### config.mk
export PLATFORM = sky130hd
export DESIGN_NAME = md_unit
export DESIGN_NICKNAME = d
export VERILOG_FILES = /design/src/rtl/md_unit.sv
export SDC_FILE = /design/constraint.sdc
export NUM_CORES = 1
export LEC_CHECK = 0
export BUFFER_PORTS_ARGS = -buffer_cell sky130_fd_sc_hd__buf_2
export CAP_MARGIN = 0
export CORE_MARGIN = 3
export CORE_UTILIZATION = 55
export CTS_BUF_LIST = sky130_fd_sc_hd__clkbuf_16
export CTS_CLUSTER_DIAMETER = 200
export CTS_CLUSTER_SIZE = 8
export DETAILED_ROUTE_END_ITERATION = 6
export GPL_ROUTABILITY_DRIVEN = 1
export PLACE_DENSITY = 0.79
export SYNTH_ARGS = -nofsm -noshare
export SYNTH_HDL_FRONTEND = slang
export SYNTH_SLANG_ARGS = --single-unit
### constraint.sdc
create_clock -name clk -period 5.6 [get_ports clk]
set_clock_uncertainty 0.1 [all_clocks]
set_input_delay 0.56 -clock clk [delete_from_list [all_inputs] [get_ports clk]]
set_output_delay 0.56 -clock clk [all_outputs]
set_load 0.05 [all_outputs]
### src/rtl/md_unit.sv
// Iterative multiply/divide engine: radix-2 shift-add multiply and restoring divide,
// one bit per cycle, valid/ready on both sides, flush and a divide-by-zero fast path.
//
// state  | meaning
// IDLE   | no operation, ready for operands
// BUSY   | iterating, one bit per cycle
// DONE   | result held until out_ready
module md_unit #(
  parameter int WIDTH = 32,
  parameter int CNT_W = $clog2(WIDTH)
) (
  input  logic             clk,
  input  logic             resetn,
  input  logic             flush,
  input  logic             in_valid,
  output logic             in_ready,
  input  logic [1:0]       op,
  input  logic [WIDTH-1:0] src_a,
  input  logic [WIDTH-1:0] src_b,
  output logic             out_valid,
  input  logic             out_ready,
  output logic [WIDTH-1:0] res_hi,
  output logic [WIDTH-1:0] res_lo,
  output logic             busy,
  output logic             div_by_zero
);

  typedef enum logic [1:0] {S_IDLE, S_BUSY, S_DONE} state_t;

  state_t             r_state;
  state_t             w_state_nxt;
  logic [CNT_W-1:0]   r_cnt;
  logic               r_is_div;
  logic               r_neg_lo;
  logic               r_neg_hi;
  logic               r_dbz;
  logic [WIDTH-1:0]   r_opnd;
  logic [WIDTH-1:0]   r_res_hi;
  logic [WIDTH-1:0]   r_res_lo;
  logic [2*WIDTH-1:0] r_acc;

  logic               w_accept;
  logic               w_zero_div;
  logic               w_last;
  logic               w_a_neg;
  logic               w_b_neg;
  logic [WIDTH-1:0]   w_a_mag;
  logic [WIDTH-1:0]   w_b_mag;
  logic [WIDTH:0]     w_mul_sum;
  logic [WIDTH:0]     w_div_top;
  logic [WIDTH:0]     w_div_diff;
  logic               w_div_ge;
  logic [2*WIDTH-1:0] w_acc_nxt;
  logic [2*WIDTH-1:0] w_prod_fix;
  logic [WIDTH-1:0]   w_q_fix;
  logic [WIDTH-1:0]   w_r_fix;

  assign w_accept   = in_valid & in_ready & ~flush;
  assign w_zero_div = op[1] & (src_b == '0);
  assign w_last     = (r_state == S_BUSY) && (r_cnt == CNT_W'(WIDTH-1));
  assign w_a_neg    = op[0] & src_a[WIDTH-1];
  assign w_b_neg    = op[0] & src_b[WIDTH-1];
  assign w_a_mag    = w_a_neg ? -src_a : src_a;
  assign w_b_mag    = w_b_neg ? -src_b : src_b;

  // Multiply: lower half of r_acc holds the remaining multiplier bits.
  assign w_mul_sum  = {1'b0, r_acc[2*WIDTH-1:WIDTH]} + (r_acc[0] ? {1'b0, r_opnd} : '0);
  // Divide: the shifted partial remainder needs WIDTH+1 bits; diff MSB is the borrow.
  assign w_div_top  = r_acc[2*WIDTH-1:WIDTH-1];
  assign w_div_diff = w_div_top - {1'b0, r_opnd};
  assign w_div_ge   = ~w_div_diff[WIDTH];

  always_comb begin
    w_acc_nxt = '0;
    if (r_is_div)
      w_acc_nxt = {(w_div_ge ? w_div_diff[WIDTH-1:0] : w_div_top[WIDTH-1:0]),
                   r_acc[WIDTH-2:0], w_div_ge};
    else
      w_acc_nxt = {w_mul_sum, r_acc[WIDTH-1:1]};
  end

  assign w_prod_fix = r_neg_lo ? -w_acc_nxt : w_acc_nxt;
  assign w_q_fix    = r_neg_lo ? -w_acc_nxt[WIDTH-1:0] : w_acc_nxt[WIDTH-1:0];
  assign w_r_fix    = r_neg_hi ? -w_acc_nxt[2*WIDTH-1:WIDTH] : w_acc_nxt[2*WIDTH-1:WIDTH];

  always_ff @(posedge clk or negedge resetn) begin
    if (!resetn)
      r_state <= S_IDLE;
    else
      r_state <= w_state_nxt;
  end

  always_comb begin
    w_state_nxt = r_state;
    case (r_state)
      S_IDLE: if (w_accept) w_state_nxt = w_zero_div ? S_DONE : S_BUSY;
      S_BUSY: if (w_last) w_state_nxt = S_DONE;
      S_DONE: begin
        if (w_accept)       w_state_nxt = w_zero_div ? S_DONE : S_BUSY;
        else if (out_ready) w_state_nxt = S_IDLE;
      end
      default: w_state_nxt = S_IDLE;
    endcase
    if (flush) w_state_nxt = S_IDLE;
  end

  always_comb begin
    in_ready    = (r_state == S_IDLE) | ((r_state == S_DONE) & out_ready);
    out_valid   = (r_state == S_DONE);
    busy        = (r_state == S_BUSY);
    div_by_zero = r_dbz;
    res_hi      = r_res_hi;
    res_lo      = r_res_lo;
  end

  always_ff @(posedge clk or negedge resetn) begin
    if (!resetn) begin
      r_cnt    <= '0;
      r_is_div <= 1'b0;
      r_neg_lo <= 1'b0;
      r_neg_hi <= 1'b0;
      r_dbz    <= 1'b0;
      r_opnd   <= '0;
      r_acc    <= '0;
      r_res_hi <= '0;
      r_res_lo <= '0;
    end else begin
      if (flush)
        r_cnt <= '0;
      else if (r_state == S_BUSY)
        r_cnt <= w_last ? '0 : r_cnt + CNT_W'(1);
      else
        r_cnt <= '0;

      if (w_accept) begin
        r_is_div <= op[1];
        r_neg_lo <= w_a_neg ^ w_b_neg;
        r_neg_hi <= op[1] ? w_a_neg : (w_a_neg ^ w_b_neg);
        r_opnd   <= op[1] ? w_b_mag : w_a_mag;
        r_acc    <= {{WIDTH{1'b0}}, (op[1] ? w_a_mag : w_b_mag)};
        if (w_zero_div) begin
          r_res_lo <= '1;
          r_res_hi <= src_a;
        end
      end else if (r_state == S_BUSY) begin
        r_acc <= w_acc_nxt;
        if (w_last) begin
          if (r_is_div) begin
            r_res_lo <= w_q_fix;
            r_res_hi <= w_r_fix;
          end else begin
            {r_res_hi, r_res_lo} <= w_prod_fix;
          end
        end
      end

      if (flush)
        r_dbz <= 1'b0;
      else if (w_accept)
        r_dbz <= w_zero_div;
      else if ((r_state == S_DONE) && out_ready)
        r_dbz <= 1'b0;
    end
  end

endmodule
Word level (Yosys, flattened, before mapping)
Index checks and enable logic that the tools add are counted.

Add/subtract/negate cells: 8. Eq/ne operators: 7. Multiplexer cells: 36. Bitwise operators: 10. Reduce and logical (&&, ||, !) cells: 9.

Operators by type and width (count): 32-bit two-way mux (18); 64-bit two-way mux (4); 32-bit negation (4); 64-bit negation (1); 32-bit by 32-bit adder with 33-bit output (1); 33-bit by 32-bit subtractor with 33-bit output (1); 32-bit zero test (1); 5-bit two-way mux (3); 2-bit two-way mux (6); 1-bit bitwise AND (6); 2-bit one-hot mux with 3 select lines (1); 3-bit AND reduction (2); 5-bit by 1-bit adder with 5-bit output (second input constant) (1); 5-bit == test (second input constant) (1); 1-bit two-way mux (4); 4-bit by 2-bit inequality test with 1-bit output (second input constant) (1); 2-bit nonzero test (2); 3-bit by 2-bit inequality test with 1-bit output (second input constant) (1); 3-bit inequality test (second input constant) (1); 3-bit nonzero test (1); 2-bit by 1-bit == test with 1-bit output (second input constant) (1); 2-bit == test (second input constant) (1); 1-bit logical AND (2); 2-bit zero test (1); other kinds (4) (5).

Register bits after elaboration: 171. Input bits: 71. Output and inout port bits: 68. Logic and storage cells: 80.

Longest topological paths before layout
Gate-level depths: netlist (run 1).

Depth after elaboration: 9. Depth in mapped cells: 25. Mapped depth without buffers: 24.

Least setup slack after synthesis (run 1)
Ideal clock, no wire load.

Path type: reg-to-reg. From: register r_acc[58]. To: register r_res_hi[16], in the netlist res_hi[16]. Library setup time: 82 ps. Arrival: 4642 ps. Data required time: 5418 ps. Setup slack: 776 ps. Cell stages (with the launch flop): 24. Path buffers: 2. Clock period less this slack: 4824 ps. Cell sequence: dfrtp_1 ha_1 buf_6 a21oi_2 o21ai_1 a221o_1 or3_4 o211ai_4 nor2_4 nor2_1 ha_1 nor3b_1 o221ai_1 nor2_1 nand4b_1 nor2_1 and2_1 buf_1 o2111ai_1 a22oi_1 a31oi_1 xnor2_1 nand2_1 a31oi_1.

Longest elaborated chain between the ends: 9. Elaborated cells between the ends (all ways): 12. Classes of those cells: 3 x add/sub; 8 x mux; 1 x bitwise.

RTL lines: from (decl) (line 40) `logic [2*WIDTH-1:0] r_acc;`; from (signal assigned) (line 140) `r_acc <= {{WIDTH{1'b0}}, (op[1] ? w_a_mag : w_b_mag)};`; from (signal assigned) (line 146) `r_acc <= w_acc_nxt;`; 33-bit by 32-bit subtractor with 33-bit output * (line 70) `assign w_div_diff = w_div_top - {1'b0, r_opnd};`; 32-bit two-way mux or 1-bit NOT (tied branches) (line 76, 71); 64-bit two-way mux * (line 75) `if (r_is_div)`; 64-bit negation or 32-bit negation (tied branches) (line 82, 84); 64-bit two-way mux or 32-bit two-way mux (tied branches) (line 82, 84); 32-bit two-way mux * (line 148) `if (r_is_div) begin`; 32-bit two-way mux * (line 147) `if (w_last) begin`; 32-bit two-way mux * (line 145) `end else if (r_state == S_BUSY) begin`; 32-bit two-way mux * (line 135) `if (w_accept) begin`; to (signal assigned) (line 143) `r_res_hi <= src_a;`; to (signal assigned) (line 150) `r_res_hi <= w_r_fix;`; to (signal assigned) (line 152) `{r_res_hi, r_res_lo} <= w_prod_fix;`; to (decl) (line 38) `logic [WIDTH-1:0] r_res_hi;`.

Every way passes the cells marked *; elsewhere a longest branch is shown, timed or not. The select of a mux whose other input is x is not followed. A chain may end at the register's enable or synchronous reset.

Worst setup path in the final report (run 1)
From: register r_acc[31]. To: register r_res_hi[28], in the netlist res_hi[28].

Longest elaborated chain between the ends: 9. Elaborated cells between the ends (all ways): 12. Classes of those cells: 3 x add/sub; 8 x mux; 1 x bitwise.

RTL lines (line): 33-bit by 32-bit subtractor with 33-bit output (70); 32-bit two-way mux or 1-bit NOT (tied branches) (76, 71); 64-bit two-way mux * (75); 64-bit negation or 32-bit negation (tied branches) (82, 84); 64-bit two-way mux or 32-bit two-way mux (tied branches) (82, 84); 32-bit two-way mux * (148); 32-bit two-way mux * (147); 32-bit two-way mux * (145); 32-bit two-way mux * (135).

Marks and branches as above.

==> results_dict.tcl, run 1 <==
set metrics [dict create \
    synth_edf_count 0 \
    swShare_pct 53.0 \
    worst_slew_pin_slew_ps 1190 \
    drc 13 \
    track_usage_pct 35.4 \
    antenna_found_initial 2 \
    hp-class "primary input to register" \
    die_y_um 178 \
    post_cts_buffers 0 \
    top_usage_layer "met2" \
    syn-cell-area_mm2 0.0163 \
    fin_tns_setup_ps 0 \
    status "finished, violations left" \
    core_mm2 0.0289 \
    fin_ws_ps 362 \
    use_met1_pct 48.0 \
    syn_avg_cell_area_um2 7.49 \
    critical_path_class "register to register" \
    grt_pass1_vias 16000 \
    ys_ff_latch 171 \
    start_util_pct 56.2 \
    worst_path_max_delay_cell "o211a_1" \
    peakVddDrop_mv 0.296 \
    yosys.cell_count.top_type "nand2_1" \
    io-pin-count 139 \
    gp_congestion 1.09 \
    rsz0062_at_grt "false" \
    clkSlewWorstSetupHoldPaths_ps 70 \
    clockBufferDepth 2 \
    grt_util_met2_pct 55.8 \
    internal_power_uw 4460 \
    grt_max_degree 116 \
    h-tree-depth 4 \
    cts-root-buf "clkbuf_16" \
    path_cells "inv_1 -> ha_1 -> inv_1 -> fa_1 -> a211oi_2 -> o211ai_1 -> and3_1 -> o211ai_2 -> o211a_1 -> buf_4 -> o2111ai_1 -> nand3_1 -> o211ai_1 -> nor4_2 -> a41oi_1 -> xor2_1 -> o21ai_1" \
    ys.warnings.count 0 \
    grt.met3_usage_pct 6.23 \
    seqPwrFrac_pct 19.0 \
    violations "design-rule violations" \
    slew_violations 0 \
    hpwlAfterDp_um 42500 \
    drtAntennaViolNets 0 \
    drt_iter0_drc 2052 \
    drt_pass1_iterations 7 \
    critPathLaunchType "register" \
    fin_cells 2635 \
    die_x_um 178 \
    period_needed_ps 5240 \
    insertion_delay_ps 450 \
    fmax_mhz 191 \
    synth_top_area_cell "dfrtp_1" \
    vias 17200 \
    crit_path_max_incr_delay_ps 650 \
    cts_made_buffers 17 \
    fillers 2546 \
    synth-async-reset-ratio_pct 100 \
    cp.required_ps 5800 \
    finalCritPeriodShare_pct 93.5 \
    ys_types 93 \
    max_slew_margin_pct 20.4 \
    power.clock.fraction_pct 11.9 \
    fin_util_pct 61.4 \
    p_switching_uw 5030 \
    viasPerCell 6.52 \
    std_cell_rows 62 \
    syn-num-nets 2313 \
    path_max_fanout 16 \
    synth_commonest_cells "254 x nand2_1, 232 x a21oi_1, 210 x o21ai_0, 203 x nor2_1, 171 x dfrtp_1" \
    synth.area.top_cells "dfrtp_1 26%, a21oi_1 7.1%, o21ai_0 6.5%, nand2_1 5.9%, xnor2_1 5.5%" \
    wl_um 56700 \
    cts_tree "yes" \
    final-hold-violation-count 0 \
    place_worst_setup_slack_ps 383 \
    io_buffers 138 \
    wire_per_inst_um 21.5 \
    place_inst 2603 \
    drive_above_1_share_pct 11.9 \
    synthCells 2170 \
    nNetsFinal 2382 \
    power_frac_comb_pct 69.2 \
    end_kind "register" \
    setup_viol 0 \
    overflow 0 \
    area.growth.synth_to_final_pct 9.35 \
    netlist.area_leader.share_pct 26.3 \
    clock-sinks 171 \
    synth_ff_type "dfrtp_1" \
    crit_arrival_ps 5440 \
    seq_area_frac_synth_pct 26.3 \
    die_area_mm2 0.0317 \
    drv_cap 0 \
    powerDensity_mw_per_mm2 534 \
    grt_pass1_wl_um 88200 \
    leakagePower_uw 0.00755 \
]
-- area by class of cell --
class	count	area, um2	share of cell area [%]
clock buffer	17	425	2.39
multi-input combinational	1796	11200	62.8
antenna	1	2.50	0.0141
clock inverter	13	92.6	0.521
inverter	67	251	1.41
sequential	171	4280	24.1
timing repair buffer	186	1070	6.05
tap	384	480	2.70
-- repair_timing --
action,CTS,global route
hold buffers,1,0
resized for setup,0,3
endpoints found under the hold margin,51,0
endpoints found under the setup margin,0,8
-- layout by cell type, fill, tap and decap left out, types with 28 or more instances in the layout --
cell and instances:
dfrtp_1 170, and2_1 52, o211ai_1 55, xor2_1 59
a21o_1 28, nor3_1 53, a31oi_1 29, inv_1 73
buf_2 136, nand2_1 253, buf_4 47, nor2_1 202
a21oi_1 231, xnor2_1 102, nand3_1 59, nand4_1 29
ha_1 70, o21ai_0 210, mux2i_1 51
-- critical path, delay by kind of cell (launching register included) --
| kind | cells | cell delay (ps) |
|---|---|---|
| DFF | 1 | 380 |
| AOI/OAI and AO/OA | 8 | 2200 |
| adders and majority gates | 2 | 630 |
| buffers and inverters | 3 | 470 |
| and+or+nand+nor | 3 | 1090 |
| xor gates and xnor gates | 1 | 190 |
-- power by group through the flow --
stage | registers, uW | logic [uW] | clock network (uW)
after detailed placement | 1800 | 6270 | 0
after floorplan | 1680 | 4630 | 0
after global routing | 1830 | 7050 | 1170
after global placement | 1780 | 6220 | 0
final | 1800 | 6560 | 1120
after CTS | 1780 | 6320 | 1120
-- through the flow --
step | area, um2 | power, uW | hold slack, ps
after floorplan | 16300 | 6320 | 164
after global placement | 17200 | 8000 | 344
final | 17800 | 9480 | 265
after global routing | 17800 | 10100 | 258
after CTS | 17800 | 9230 | 253
after detailed placement | 17200 | 8070 | 359
-- state kept, by name (all words and copies together) (netlist names) --
register,cells
r_neg_lo,1
res_lo,32
r_acc,64
r_opnd,32
r_state,2
r_is_div,1
div_by_zero,1
res_hi,32
r_cnt,5
r_neg_hi,1
-- logic make-up (layout without fill, tap and decap cells) --
logic type	after synthesis	count (layout)	share of synthesized area [%]
AOI/OAI and AO/OA	719	719	27.2
xor gates and xnor gates	161	161	8.68
adders and majority gates	72	72	5.63
buffers and inverters	203	283	5.17
DFF	171	171	26.3
muxes	61	61	3.83
other	0	1	0
and+or+nand+nor	783	783	23.2
-- final timing paths --
kind / slack [ps] / depth (start not counted) / from / end
max: 360 / 17 / r_acc[31]$_DFFE_PN0P_ / res_hi[28]$_DFFE_PN0P_
min: 260 / 2 / flush / r_state[1]$_DFFE_PN0P_
max reg2reg: 360 / 17 / r_acc[31]$_DFFE_PN0P_ / res_hi[28]$_DFFE_PN0P_
min reg2reg: 370 / 1 / r_cnt[0]$_DFF_PN0_ / r_cnt[0]$_DFF_PN0_
max in group asynchronous: 3570 / 3 / resetn / r_is_div$_DFFE_PN0P_
min in group asynchronous: 510 / 2 / resetn / r_acc[24]$_DFFE_PN0P_
-- metal layers --
layer,vias to the layer above,wire length [um]
li1,7967,-
met1,8025,22900
met2,1002,25500
met3,190,5990
met4,2,2360
met5,-,7
Power figures use the tool's default switching activity.
==> inputs of run 2 (changes only) <==
--- a/config.mk
+++ b/config.mk
@@ -5,7 +5,6 @@
 export SDC_FILE = /design/constraint.sdc
 export NUM_CORES = 1
 export LEC_CHECK = 0
-export BUFFER_PORTS_ARGS = -buffer_cell sky130_fd_sc_hd__buf_2
 export CAP_MARGIN = 0
 export CORE_MARGIN = 3
 export CORE_UTILIZATION = 55
@@ -13,8 +12,9 @@
 export CTS_CLUSTER_DIAMETER = 200
 export CTS_CLUSTER_SIZE = 8
 export DETAILED_ROUTE_END_ITERATION = 6
+export DONT_BUFFER_PORTS = 1
 export GPL_ROUTABILITY_DRIVEN = 1
-export PLACE_DENSITY = 0.79
+export PLACE_DENSITY = 0.75
 export SYNTH_ARGS = -nofsm -noshare
 export SYNTH_HDL_FRONTEND = slang
 export SYNTH_SLANG_ARGS = --single-unit
==> results_dict.tcl, run 2 (synthesis results as in run 1) <==
set metrics [dict create \
    status "finished, final reports clean" \
    leakagePower_uw 0.00707 \
    critical_path_class "register to register" \
    final_cell_mix "253 x nand2_1, 231 x a21oi_1, 210 x o21ai_0" \
    max_slew_margin_pct 30.2 \
    period_needed_ps 5300 \
    antenna_cells 0 \
    path_max_fanout 13 \
    fmax_mhz 189 \
    insertion_delay_ps 440 \
    vias 16400 \
    largest_register_ffs 64 \
    drt_iter0_drc 1696 \
    grt_pass1_vias 15500 \
    fin_util_pct 59.3 \
    cts-root-buf "clkbuf_16" \
    die_y_um 178 \
    place_inst 2466 \
    peakVddDrop_mv 0.351 \
    largest_register "r_acc" \
    drt_pass1_iterations 6 \
    cts_tree "yes" \
    place_worst_setup_slack_ps 213 \
    overflow 0 \
    viasPerCell 6.57 \
    fin_cells 2498 \
    nNetsFinal 2245 \
    drtAntennaViolNets 0 \
    wire_per_inst_um 22.5 \
    std_cell_rows 62 \
    io_buffers 0 \
    antenna_found_initial 0 \
    start_util_pct 56.2 \
    crit_arrival_ps 5560 \
    cp.required_ps 5860 \
    die_area_mm2 0.0317 \
    setup_viol 0 \
    die_x_um 178 \
    end_kind "register" \
    drv_cap 0 \
    critPathLaunchType "register" \
    cts_made_buffers 17 \
    slew_violations 0 \
    fin_ws_ps 302 \
    worst_slew_pin_slew_ps 1050 \
    gp_congestion 1.10 \
    drive_above_1_share_pct 6.34 \
    final-hold-violation-count 0 \
    track_usage_pct 35.3 \
    drc 0 \
    clock-sinks 171 \
    hpwlAfterDp_um 42100 \
    area.growth.synth_to_final_pct 5.57 \
    post_cts_buffers 0 \
    powerDensity_mw_per_mm2 554 \
    h-tree-depth 4 \
    io-pin-count 139 \
    clockBufferDepth 2 \
    hp-class "primary input to async pin" \
    grt_max_degree 172 \
    grt_pass1_wl_um 87300 \
    clkSlewWorstSetupHoldPaths_ps 70 \
    wl_um 56200 \
    finalCritPeriodShare_pct 94.6 \
    mostFrequentLayoutCell "nand2_1" \
    core_mm2 0.0289 \
]
## run 2: changes by cell type in the layout (fill, tap and decap cells not counted), sizes merged
cell,delta
buf,-136
dlygate4sd3,-1
inv,-4
bufinv,+2
clkinv,+3
diode,-1
## run 2: timing repair
item	4_1_cts	5_1_grt
endpoints found under the hold margin	171	0
hold buffers	1	0
resized for setup	0	3
endpoints found under the setup margin	0	5
## run 2: report_power, final
part | switching [uW] | internal (uW)
logic | 4110 | 2380
registers | 324 | 1460
clock network | 529 | 693
## run 2: per-stage QoR
| step | instance area [um2] | power (uW) | hold WS [ps] | setup TNS [ps] |
|---|---|---|---|---|
| 6_report | 17200 | 9510 | 55.4 | 0 |
| 5_1_grt | 17200 | 10100 | 68.5 | -6.21 |
| 3_5_place_dp | 16500 | 8020 | 170 | 0 |
| 3_3_place_gp | 16500 | 7960 | 169 | 0 |
| 4_1_cts | 17200 | 9300 | 66.5 | 0 |
| 2_1_floorplan | 16300 | 6320 | 164 | 0 |
## run 2: worst max-delay path, stage by stage (launching register included)
cell and delay (ps):
dfrtp_1 370, inv_1 80, ha_1 170, inv_1 60
fa_1 470, a211oi_2 240, o211ai_1 160, buf_4 180
and3_1 200, o211ai_2 280, o211a_1 500, buf_4 290
mux2_2 370, a2111oi_1 800, a21oi_1 170, a21oi_1 350
xnor2_1 170, nand2_1 80, a21oi_1 170
## run 2: path summary, 6_finish.rpt
path	startpoint	endpoint	slack (ps)	cells past startpoint
worst max register to register	r_acc[31]$_DFFE_PN0P_	res_hi[6]$_DFFE_PN0P_	300	18
worst min-delay path	resetn	r_cnt[0]$_DFF_PN0_	60	1
min in group clk	flush	r_state[1]$_DFFE_PN0P_	70	1
max in group asynchronous	resetn	r_is_div$_DFFE_PN0P_	4610	1
worst max-delay path	r_acc[31]$_DFFE_PN0P_	res_hi[6]$_DFFE_PN0P_	300	18
worst min register to register	r_cnt[0]$_DFF_PN0_	r_cnt[0]$_DFF_PN0_	370	1
## run 2: routing by layer
layer | global-route usage, % | routed length [um] | vias to the layer above
met3 | 7.87 | 5730 | 137
met5 | 0 | 0 | -
li1 | - | - | 7697
met4 | 14.5 | 2430 | 0
met2 | 53.9 | 24700 | 852
met1 | 48.2 | 23400 | 7736
## run 2: area by class of cell
cell class	count	area (um2)
Clock buffer	17	425
Inverter	67	251
Fill cell	2656	11800
Clock inverter	14	155
Sequential cell	171	4280
Tap cell	384	480
Multi-Input combinational cell	1796	11200
Timing Repair Buffer	49	400
